<file path="src/rtl/i2s_clock_gen.sv">
// Master-mode I2S clock generator: divides clk into bclk/lrclk with edge strobes.
// A divider change takes effect only at a frame wrap, so no short half-period is produced.
module i2s_clock_gen #(
    parameter int DIV_W       = 8,
    parameter int DEFAULT_DIV = 3,
    parameter int BITS_PER_CH = 32
) (
    input  logic             clk,
    input  logic             reset_n,
    input  logic             enable,
    input  logic [DIV_W-1:0] bclk_div,
    output logic             bclk,
    output logic             lrclk,
    output logic             bclk_rise,
    output logic             bclk_fall,
    output logic             frame_start
);

    localparam int FRAME_BITS = 2 * BITS_PER_CH;
    localparam int BIT_W      = $clog2(FRAME_BITS);

    localparam logic [BIT_W-1:0] BIT_LAST = BIT_W'(FRAME_BITS - 1);
    localparam logic [BIT_W-1:0] BIT_HALF = BIT_W'(BITS_PER_CH);
    localparam logic [DIV_W-1:0] DIV_RST  = DIV_W'(DEFAULT_DIV);

    logic [DIV_W-1:0] div_cnt;
    logic [DIV_W-1:0] active_div;
    logic [BIT_W-1:0] bit_cnt;
    logic [BIT_W-1:0] bit_nxt;
    logic             toggle;
    logic             wrap;

    // Compare happens before increment, so div_cnt never exceeds active_div.
    assign toggle  = (div_cnt == active_div);
    assign bit_nxt = (bit_cnt == BIT_LAST) ? '0 : bit_cnt + 1'b1;
    assign wrap    = toggle && bclk && (bit_nxt == '0);

    always_ff @(posedge clk or negedge reset_n) begin
        if (!reset_n) begin
            div_cnt     <= '0;
            bit_cnt     <= '0;
            active_div  <= DIV_RST;
            bclk        <= 1'b0;
            lrclk       <= 1'b0;
            bclk_rise   <= 1'b0;
            bclk_fall   <= 1'b0;
            frame_start <= 1'b0;
        end else begin
            bclk_rise   <= 1'b0;
            bclk_fall   <= 1'b0;
            frame_start <= 1'b0;
            if (!enable) begin
                // Disable takes priority over any pending toggle or wrap.
                div_cnt    <= '0;
                bit_cnt    <= '0;
                bclk       <= 1'b0;
                lrclk      <= 1'b0;
                active_div <= bclk_div;
            end else if (!toggle) begin
                div_cnt <= div_cnt + 1'b1;
            end else begin
                div_cnt <= '0;
                bclk    <= ~bclk;
                if (!bclk) begin
                    bclk_rise <= 1'b1;
                end else begin
                    // lrclk only moves together with a bclk falling edge.
                    bclk_fall <= 1'b1;
                    bit_cnt   <= bit_nxt;
                    lrclk     <= (bit_nxt >= BIT_HALF);
                    if (wrap) begin
                        frame_start <= 1'b1;
                        active_div  <= bclk_div;
                    end
                end
            end
        end
    end

endmodule
</file>
<file path="config.mk">
export PLATFORM = sky130hd
export DESIGN_NAME = i2s_clock_gen
export DESIGN_NICKNAME = d
export VERILOG_FILES = /design/src/rtl/i2s_clock_gen.sv
export SDC_FILE = /design/constraint.sdc
export NUM_CORES = 1
export LEC_CHECK = 0
export ABC_AREA = 1
export CAP_MARGIN = 20
export CORE_MARGIN = 4
export CORE_UTILIZATION = 40
export CTS_CLUSTER_SIZE = 24
export DETAILED_ROUTE_END_ITERATION = 8
export PLACE_DENSITY_LB_ADDON = 0.3
export SYNTH_ARGS = -nofsm -noshare
export SYNTH_HDL_FRONTEND = slang
export SYNTH_SLANG_ARGS = --single-unit
export TNS_END_PERCENT = 50
</file>
<file path="constraint.sdc">
create_clock -name clk -period 3.7 [get_ports clk]
set_clock_uncertainty 0.2 [all_clocks]
set_input_delay 1.11 -clock clk [delete_from_list [all_inputs] [get_ports clk]]
set_output_delay 1.11 -clock clk [all_outputs]
set_load 0.005 [all_outputs]
</file>
# --- Word level (Yosys, flattened, before mapping) ---
# Cells that the tools add are included.
# W data, S select, Z words.
word_totals:
  register_bits: 27
  out_inout_bits: 5
  wordCells: 47
op_classes:
  n_addsub: 2
  magnitude_cmp: 1
  eq_ne: 5
  n_mux: 25
  n_bitwise: 1
  reduce_logical: 5
op_table:
  columns: ["cell", "count"]
  rows:
  - ["$mux W8", 6]
  - ["$mux W6", 4]
  - ["$mux W1", 15]
  - ["$add A8 B1 Y8 const B", 1]
  - ["$eq A8 B8 Y1", 1]
  - ["$add A6 B1 Y6 const B", 1]
  - ["$eq A6 B6 Y1 const B", 1]
  - ["$ge A6 B6 Y1 const B", 1]
  - ["$logic_not A6 Y1", 1]
  - ["$ne A2 B1 Y1 const B", 3]
  - ["$reduce_and A3 Y1", 1]
  - ["$logic_and A1 B1 Y1", 2]
  - ["$reduce_and A2 Y1", 1]
  - ["$not A1 Y1", 1]

# --- Logic depth before layout (Yosys ltp) ---
# Gate-level depths: netlist of the first run.
logic_depth:
  word_depth: 8
  mapped_depth: 12
  ltp_nobuf: 12

# --- Worst setup path after synthesis of the first run ---
# Ideal clock, no wire load.
synth_timing:
  path_kind: "in2reg"
  start: "input port enable"
  end: "register bit_cnt[0]"
  arrival_ns: 1.606
  slack_ns: 1.812
  stages: 3
  path_buffers: 1
  cell_sequence: "clkbuf_1 -> nand2_1 -> o21ai_0"
synth_between:
  elab_chain_cells: 2
synth_rtl:
  columns: ["element", "line", "rtl"]
  rows:
  - ["start: declaration", "10", "input logic enable,"]
  - ["$ne A2 B1 Y1 (no source line)", null, null]
  - ["$reduce_and A2 Y1 (no source line)", null, null]
  - ["end signal: assignment", "69", "bit_cnt <= bit_nxt;"]
  - ["end: declaration", "28", "logic [BIT_W-1:0] bit_cnt;"]
# Several ways; a longest one is shown, not always the timed one.
# A chain may end at the register's enable or synchronous reset.

# --- Worst setup path after layout of the first run ---
layout_timing:
  start: "register bclk"
  end: "output port bclk"
layout_lines:
  columns: ["element", "line", "rtl"]
  rows:
  - ["start: declaration", "12", "output logic bclk,"]
  - ["start signal: assignment", "63", "bclk <= ~bclk;"]
# No word-level cell between the ends.

==> summary by stage, run 1 <==
Global routing
The initial antenna violation count is 0. The first global-routing pass estimated 4440 um of wire. The largest net degree at the start of global routing is 28.

For this run the aggregate overflow at the end of global routing stands at 0. The number of global-route vias before repair is 1,048. The global routing usage summed across all routing layers is 0.129.

Worst setup path
The required time of the critical path is 2.39 ns. The kind of cell with the highest combined delay along the critical path is buffers and inverters. STA classifies the critical path endpoint as a primary output. The critical-path maximum fanout is 3.

The buffer and inverter count on the worst path is 1. The arrival time at the worst endpoint is 1.21 ns. The critical path class is reg -> out.

The critical path launch point type is a flip-flop. Traced cell by cell, the critical path runs through clkdlybuf4s50_1. For this design, the slowest cell found on the critical path is clkdlybuf4s50_1. The maximum single-stage delay on the critical path is 0.51 ns.

Layout
The number of antenna diodes in the final layout is 0. Compared with the post-synthesis result, the final layout area differs by 17.4%. Across the whole layout, storage elements account for 678 um^2. In the final layout, the share of cells above drive strength 1 is 0.105. In the final layout, the multi-input gates occupy 643 um^2. Fill cells in the final layout number 361.

The net count of the finished layout is 215.

CTS
Once the clock tree was built, the setup fixing pass inserted 0 buffers. The clock tree root driver cell is clkbuf_4. The buffer depth of the longest clock path is 2. The total CTS buffers is 3. TritonCTS built the clock tree. After clock tree synthesis, the clock-pin slew on the worst setup and hold paths is 0.13 ns.

The insertion delay of the later-clocked pin in the worst-skew pair is 0.32 ns. The number of gates resized after CTS is 0. CTS built an H-tree with a depth of 1. The clock drives 27 sinks. For this design, the CTS-stage hold fixing added 0 buffers.

Floorplan
After floorplanning, the core was divided into 21 placement rows. The floorplan step set the die height to 67.4 um. The total area inside the core boundary comes to 3360 um^2. The initial utilization of the core area, before any placement, comes to 0.420. The area of the die is 4540 um^2. In this run the count of I/O pins placed on the die edge is 16. The die is 67.4 um wide.

Routing
The number of vias per cell after detailed routing is 4.55. After detailed routing, the number of remaining DRC violations is 0. After detailed routing, the average wire length per cell comes to 10.1 um. The total routed wirelength is 2490 um. In this run the remaining antenna-violating nets after routing total 0.

Routed signal wires occupy layers up through met4. The routed wire length on met2 is 1130 um. Wire segments on met3 add up to 150 um in the final route. The via count is 1,120. The met1 layer wirelength in the final routing is 1200 um.

The count of TritonRoute iterations in the first routing pass is 4. The detailed router finished its first iteration with 39 violations.

Synth
Synthesis instantiated 21 different standard cells from the library. The largest total area in the synthesized netlist belongs to dfrtp_1. Of the synthesized area, sequential elements account for 0.480. When the netlist entered floorplanning its net count stood at 194.

The top-area cell type share of the netlist area is 0.443. The number of cells produced by synthesis is 180. The mapped netlist covers 1410 um^2.

By area the synthesized netlist is led by dfrtp_1, nand2_1, inv_1. Yosys printed 0 warnings. The synthesized area per cell is 7.84 um^2. The synthesized flop and latch total is 27.

STA
Measured against its own limit, the worst slew margin works out to 0.733. Setup violations remaining at the end of the flow were counted as 0. The ratio of final minimum period to clock period is 0.682.

The count of final max-slew check failures is 0. The time the final worst path needs with I/O delays and setup is 2.52 ns. The number of failing hold endpoints at the final stage was 0. Setup repair after global routing left no endpoint under its margin. For the pin with the worst max-slew slack, the measured transition is 0.399 ns.

After routing, the total negative slack on setup checks comes to 0 ns. The peak clock frequency supported by timing is 396 MHz.

Run status
The run finished with clean final reports.

Hold path
The tightest min-delay check is of the reg -> reg type.

Pwr
Of the total power, registers draw 0.636. The net load switching power is 0.122 mW. The part of the total power dissipated in the clock network is 0.248. Across the VDD grid, the largest voltage drop is 0.168 mV. Of the total power, the share spent switching nets is 0.244. For this design the ratio of total power to cell area is 301 nW/um^2. Total power for the finished layout comes to 0.499 mW. Of the total power, combinational logic draws 0.115. The internal power of the cells totals 0.377 mW. For this design the static power due to leakage is 0.888 nW.

Job
The max-cap check violation count is 0.

Placed design
The number of buffers added on ports is 15. The half-perimeter wire length after placement is 1910 um. The routability congestion estimate from global placement is 0.873.
-- sequential cells by signal, summed over array words and instances, names as in the netlist --
register and cells:
active_div 8, bclk_rise 1, bit_cnt 6, bclk_fall 1
div_cnt 8, frame_start 1, bclk 1, lrclk 1
-- power by group through the flow --
stage	Clock, mW	Combinational (mW)	Sequential, mW
after CTS	0.130	0.0589	0.318
after global routing	0.146	0.0672	0.319
after detailed placement	0	0.0585	0.323
final	0.124	0.0574	0.317
after global placement	0	0.0581	0.323
after floorplan	0	0.0336	0.321
-- synth_stat cells --
library cell,n
nor2_1,20
dfstp_2,2
a21oi_1,1
a21oi_2,1
nand2_1,64
dfrtp_1,25
ha_1,3
nand3_1,15
nand2_2,2
clkbuf_1,1
nor2_2,3
xnor2_1,4
nor3_1,1
nand4_1,2
nor2_8,1
inv_2,3
inv_1,20
nand2_4,3
o21ai_0,7
nand3b_4,1
xor2_1,1
-- cells in the final DEF (no fill, tap or decap), types with 2 or more instances in the layout --
master and n:
nand2_1 64, dfrtp_1 25, nor2_1 20, inv_1 20, nand3_1 15, clkdlybuf4s50_1 15, o21ai_0 7, xnor2_1 4
inv_2 3, nand2_4 3, nor2_2 3, ha_1 3, clkbuf_4 3, nand2_2 2, nand4_1 2, dfstp_2 2
buf_4 2
-- per-stage QoR --
stage | worst slack, ns | std cells | util | hold slack (ns) | area (um^2)
2_1_floorplan | 1.81 | 180 | - | 0.246 | 1410
3_3_place_gp | 1.09 | 242 | 0.485 | 0.239 | 1630
3_5_place_dp | 1.04 | 242 | 0.485 | 0.246 | 1630
4_1_cts | 1.16 | 246 | 0.493 | 0.265 | 1660
5_1_grt | 1.09 | 246 | 0.493 | 0.287 | 1660
6_report | 1.18 | 246 | 0.493 | 0.257 | 1660
-- final timing paths --
check	start	end	slack, ns	cells after the start
setup / recovery	bclk	bclk	1.18	1
hold / removal	bclk	bclk_rise	0.26	1
setup reg to reg	bit_cnt[0]	active_div[2]	1.83	10
hold reg to reg	bclk	bclk_rise	0.26	1
max in group asynchronous	reset_n	active_div[0]	2.06	2
min in group asynchronous	reset_n	bit_cnt[4]	0.94	2
-- routing by layer --
metal  track usage  vias up
li1              -      591
met1         0.169      501
met2         0.207       26
met3        0.0349        2
met4        0.0380        0
met5             0        -
-- cell type report --
type,count,share of cell area
clock buffers,4,0.0159
inverters,23,0.0521
multi-input cells,129,0.388
flip-flops and latches,27,0.409
well taps,46,0.0347
repair buffers,17,0.0997
-- logic make-up (layout without fill, tap and decap cells) --
kind of cell / after synthesis / count (layout) / share of synthesized area
AOI/OAI and AO/OA: 9 / 9 / 0.0346
xor gates and xnor gates: 5 / 5 / 0.0310
adders and majority gates: 3 / 3 / 0.0266
buffers and inverters: 24 / 44 / 0.0638
DFF: 27 / 27 / 0.480
and+or+nand+nor: 112 / 112 / 0.363
Note: power is estimated with default switching activity, not from simulation.
==> inputs of run 2 (changes only) <==
clock period = 2.41 ns   (was 3.7 ns; I/O delays follow)
==> run 2 against run 1 <==
Core utilization up 0.22 points. Via count down 1.5%. Die area unchanged. Critical path depth did not move. Power grew 54%.
==> summary by stage, run 2 (synthesis gave the netlist of run 1 again) <==
Worst setup path
The critical path class is reg -> out (unchanged). The buffer and inverter count on the worst path is 1 (unchanged). The arrival time at the worst endpoint is 1.21 ns (about the same). The setup slack on the worst flop-to-flop path is 0.50 ns (was 1.83 ns). The required time of the critical path came to 1.49 ns (was 2.39 ns). The critical path's top delay family is buffers and inverters (unchanged). The critical path launch point type is a flip-flop (unchanged). The endpoint kind of the worst setup timing path was a primary output (unchanged).

Cell-by-cell listing of the critical path: clkdlybuf4s50_1 (unchanged). The worst-path cell with the longest stage delay is clkdlybuf4s50_1 (unchanged). The critical-path maximum fanout is 3 (unchanged). The maximum single-stage delay on the critical path is 0.51 ns (about the same).

Floorplan
The number of placed I/O pins is 16 (unchanged). The area inside the core boundary came to 3360 um^2 (unchanged). The x dimension of the die came to 67.4 um (unchanged). The chip height is 67.4 um (unchanged). The number of cell rows was 21 (unchanged). The effective utilization at floorplan came to 0.420 (unchanged). The area of the die came to 4540 um^2 (unchanged).

STA
The setup TNS after final layout is 0 ns (unchanged). The peak clock frequency supported by timing is 469 MHz. The number of failing hold endpoints at the final stage came to 0 (unchanged). Subtracting the final worst setup slack from the clock period gives 2.13 ns.

The transition time at the pin with the least slew margin is 0.363 ns (was 0.399 ns). The count of final max-slew check failures is 0 (unchanged). In the finished design, the share of the clock period the worst path needs comes to 0.885.

Unrepaired setup endpoints after global routing: no (unchanged). The worst relative slew slack is 0.757 (was 0.733). The final-report setup violation count is 0 (unchanged). The post-route worst setup slack is 0.276 ns (was 1.18 ns).

Layout
Registers with the highest flip-flop counts: active_div: 8 flops, div_cnt: 8 flops, bit_cnt: 6 flops (unchanged). The net count of the finished layout is 216 (was 215). The commonest non-fill, non-tap cell in the layout is nand2_1 (unchanged). The share of cells above drive strength 1 came to 0.109 (was 0.105). The post-layout utilization of the core is 0.495 (was 0.493). The final antenna diode count is 0 (unchanged). The finished layout cell area is 1660 um^2 (about the same). Highest-count cells in the layout ignoring fill and taps: nand2_1, dfrtp_1, nor2_1, inv_1 (unchanged). The relative area change from synthesis to final layout is 17.9% (was 17.4%).

Run status
Run status: finished, final reports clean (unchanged).

Placed design
The post-detailed-placement cell area was 1640 um^2 (was 1630 um^2). The post-placement worst setup slack is 0.184 ns (was 1.04 ns). The half-perimeter wire length after placement is 1920 um (was 1910 um). The number of buffers added on ports is 15 (unchanged).

The routability congestion estimate from global placement was 0.836 (was 0.873).

Pwr
The reported leakage power is 0.893 nW (was 0.888 nW). The largest voltage drop on the vdd net came to 0.144 mV (was 0.168 mV). The power per unit of standard cell area is 462 nW/um^2 (was 301 nW/um^2).

CTS
The insertion delay of the later-clocked pin in the worst-skew pair was 0.32 ns (about the same). The setup fix buffers added after clock tree synthesis is 0 (unchanged). The clock tree root driver cell is clkbuf_4 (unchanged). The clock-pin slew reported for the worst setup and hold paths after clock tree synthesis is 0.13 ns (about the same). The total CTS buffers is 3 (unchanged). The number of levels the H-tree was split into is 1 (unchanged). The number of gates resized after CTS came to 0 (unchanged). The CTS tree is yes (unchanged).

The clock net sink count is 27 (unchanged). The buffer depth of the longest clock path is 2 (unchanged). The hold buffer count at CTS was 0 (unchanged).

Global routing
The largest net degree at the start of global routing is 28 (unchanged). The total global routing overflow is 0 (unchanged). The number of global-route vias before repair is 1,108 (was 1,048).

The global-route wire length before repair is 4710 um (was 4440 um). The initial antenna violation count is 0 (unchanged). The global routing usage summed across all routing layers is 0.137 (was 0.129).

Job
The max-cap check violation count is 0 (unchanged).

Routing
The count of TritonRoute iterations in the first routing pass was 4 (unchanged). The total routed wirelength came to 2570 um (was 2490 um). The via count is 1,103 (was 1,120). The count of unresolved DRC violations after routing is 0 (unchanged). The initial detailed-routing violation count is 73 (was 39).

The routed wire length per instance is 10.4 um (was 10.1 um). The remaining antenna violation count after routing was 0 (unchanged). The number of vias per cell after detailed routing is 4.47 (was 4.55).

Hold path
The path type of the worst min-delay path is reg -> reg (unchanged).
run 2: cell count changes in the layout (fill, tap and decap cells not counted), sizes merged:
cell  previous run  this run
buf              2         3
run 2: final timing paths:
path | depth (start not counted) | from | endpoint
min in group asynchronous | 2 | reset_n | div_cnt[1]
max | 1 | bclk | bclk
max reg2reg | 11 | bit_cnt[0] | active_div[0]
min | 1 | bclk | bclk_rise
min reg2reg | 1 | bclk | bclk_rise
max in group asynchronous | 2 | reset_n | active_div[0]
run 2: cell type report:
class                      count  area [um^2]
clock buffer                   4         26.3
sequential                    27          678
tap                           46         57.6
inverter                      23         86.3
multi-input combinational    129          643
fill                         363         1700
timing repair buffer          18          173
run 2: through the flow:
| stage | hold slack (ns) | power (mW) | cells |
|---|---|---|---|
| after floorplan | 0.227 | 0.544 | 180 |
| after global placement | 0.246 | 0.585 | 243 |
| after detailed placement | 0.247 | 0.587 | 243 |
| after CTS | 0.266 | 0.783 | 247 |
| after global routing | 0.292 | 0.817 | 247 |
| final | 0.261 | 0.769 | 247 |
run 2: power by group:
part	internal, mW	switching, mW	total, mW
registers	0.472	0.0145	0.487
logic	0.0427	0.0463	0.0889
clock network	0.0648	0.129	0.193
run 2: routing by layer:
metal,wire [um],vias to the layer above,track usage
met5,0,-,0
met4,15,0,0.0532
met3,131,2,0.0216
met2,1130,22,0.221
met1,1290,480,0.185
li1,-,599,-
==> inputs of run 3 (changes only) <==
REMOVE_ABC_BUFFERS = 1   (was default)
==> run 3 against run 2 <==
Power is 0.19% higher. Largest cell class unchanged. Combinational power increased by 1%. Critical path depth unchanged. Worst hold slack improved by 0.013 ns. Via count grew 4.2%. Sequential share of layout area stayed put. Non-clock buffer count unchanged.
==> summary by stage, run 3 (synthesis gave the netlist of run 1 again) <==
Routing
The via count was 1,149 (was 1,103). The remaining antenna violation count after routing is 0 (unchanged). The routed wire length per instance was 10.3 um (was 10.4 um). The number of vias per cell after detailed routing is 4.65 (was 4.47). The initial detailed-routing violation count is 31 (was 73). The count of TritonRoute iterations in the first routing pass was 4 (unchanged).

The total routed wirelength was 2550 um (was 2570 um). The count of unresolved DRC violations after routing came to 0 (unchanged).

STA
The setup TNS after final layout is 0 ns (unchanged). The count of final max-slew check failures is 0 (unchanged). The peak clock frequency supported by timing came to 464 MHz (was 469 MHz). The final-report setup violation count came to 0 (unchanged). Unrepaired setup endpoints after global routing: no (unchanged). The time the final worst path needs with I/O delays and setup is 2.16 ns (was 2.13 ns).

The ratio of final minimum period to clock period was 0.895 (was 0.885). The number of failing hold endpoints at the final stage came to 0 (unchanged). The worst relative slew slack is 0.739 (was 0.757).

The transition time at the pin with the least slew margin is 0.391 ns (was 0.363 ns). The worst-case hold slack is 0.274 ns (was 0.261 ns).

Worst setup path
The critical path's top delay family is buffers and inverters (unchanged). The required time of the critical path is 1.49 ns (about the same). The critical path launch point type is a flip-flop (unchanged). The worst-path cell with the longest stage delay was clkdlybuf4s50_1 (unchanged).

The endpoint kind of the worst setup timing path is a primary output (unchanged). The critical path class is reg -> out (unchanged). The arrival time at the worst endpoint is 1.23 ns (was 1.21 ns). The maximum single-stage delay on the critical path is 0.52 ns (was 0.51 ns).

Cell-by-cell listing of the critical path: clkdlybuf4s50_1 (unchanged). The critical-path maximum fanout was 3 (unchanged). The buffer and inverter count on the worst path came to 1 (unchanged).

Floorplan
The number of placed I/O pins is 16 (unchanged). The number of cell rows is 21 (unchanged). The area inside the core boundary is 3360 um^2 (unchanged). The effective utilization at floorplan is 0.420 (unchanged).

The x dimension of the die is 67.4 um (unchanged). The area of the die was 4540 um^2 (unchanged). The chip height is 67.4 um (unchanged).

Global routing
The global-route wire length before repair is 4680 um (was 4710 um). The total global routing overflow is 0 (unchanged). The layer with the highest usage is met2 (unchanged). The number of global-route vias before repair is 1,082 (was 1,108). The largest net degree at the start of global routing came to 28 (unchanged). The met2 track demand over resource in global routing came to 0.212 (was 0.221). The global routing usage summed across all routing layers was 0.133 (was 0.137). The met1 track demand over resource is 0.186 (was 0.185). The initial antenna violation count was 0 (unchanged).

The met3 capacity usage during global routing was 0.0200 (was 0.0216).

CTS
The clock tree root driver cell is clkbuf_4 (unchanged). The setup fix buffers added after clock tree synthesis is 0 (unchanged). The insertion delay of the later-clocked pin in the worst-skew pair was 0.32 ns (about the same).

The number of gates resized after CTS is 0 (unchanged). The total CTS buffers is 3 (unchanged). The clock net sink count is 27 (unchanged).

The CTS tree is yes (unchanged). The buffer depth of the longest clock path is 2 (unchanged). The clock-pin slew reported for the worst setup and hold paths after clock tree synthesis is 0.14 ns (was 0.13 ns). The number of levels the H-tree was split into is 1 (unchanged). The hold buffer count at CTS came to 0 (unchanged).

Hold path
The path type of the worst min-delay path is reg -> reg (unchanged).

Run status
Run status: finished, final reports clean (unchanged).

Layout
The net count of the finished layout came to 216 (unchanged). Highest-count cells in the layout ignoring fill and taps: nand2_1, dfrtp_1, nor2_1, inv_1 (unchanged). The final antenna diode count was 0 (unchanged). The commonest non-fill, non-tap cell in the layout is nand2_1 (unchanged). The post-route non-filler standard cell count was 247 (unchanged).

The share of cells above drive strength 1 is 0.109 (unchanged). The relative area change from synthesis to final layout is 17.9% (unchanged). Registers with the highest flip-flop counts: active_div: 8 flops, div_cnt: 8 flops, bit_cnt: 6 flops (unchanged).

Pwr
The power per unit of standard cell area is 463 nW/um^2 (was 462 nW/um^2). The reported leakage power came to 0.893 nW (unchanged). The largest voltage drop on the vdd net was 0.232 mV (was 0.144 mV). The total power after layout was 0.771 mW (was 0.769 mW).

Placed design
The half-perimeter wire length after placement is 1960 um (was 1920 um). The number of buffers added on ports is 15 (unchanged). The number of cells after detailed placement is 243 (unchanged).

The routability congestion estimate from global placement was 0.807 (was 0.836).

Job
The max-cap check violation count is 0 (unchanged).
run 3: area by class of cell:
cell class                      instances  area [um^2]
Clock buffer                            4         26.3
Fill cell                             356         1700
Sequential cell                        27          678
Inverter                               23         86.3
Multi-Input combinational cell        129          643
Timing Repair Buffer                   18          173
Tap cell                               46         57.6
run 3: path summary, 6_finish.rpt:
path                            start       endpoint  depth (start not counted)  slack (ns)
min reg2reg                      bclk      bclk_rise                          1        0.27
min in group asynchronous     reset_n     bit_cnt[1]                          2        0.55
max                              bclk           bclk                          1        0.25
max in group asynchronous     reset_n  active_div[0]                          2        1.15
min                              bclk      bclk_rise                          1        0.27
max reg2reg                bit_cnt[0]  active_div[2]                         10        0.51
run 3: power breakdown:
part / switching [mW] / internal [mW] / leakage [nW]
clock network: 0.129 / 0.0647 / 0.0150
logic: 0.0475 / 0.0425 / 0.521
registers: 0.0147 / 0.472 / 0.357
total: 0.191 / 0.580 / 0.893
run 3: layer usage:
| layer | share of wire | vias to the layer above |
|---|---|---|
| li1 | - | 598 |
| met1 | 0.51 | 522 |
| met2 | 0.44 | 25 |
| met3 | 0.042 | 4 |
| met4 | 0.011 | 0 |
| met5 | 0 | - |
run 3: through the flow:
stage | setup WS [ns] | utilization | area (um^2)
floorplan | 0.744 | - | 1410
global placement | 0.235 | 0.487 | 1640
detailed placement | 0.172 | 0.487 | 1640
CTS | 0.227 | 0.495 | 1660
global route | 0.192 | 0.495 | 1660
finish | 0.253 | 0.495 | 1660
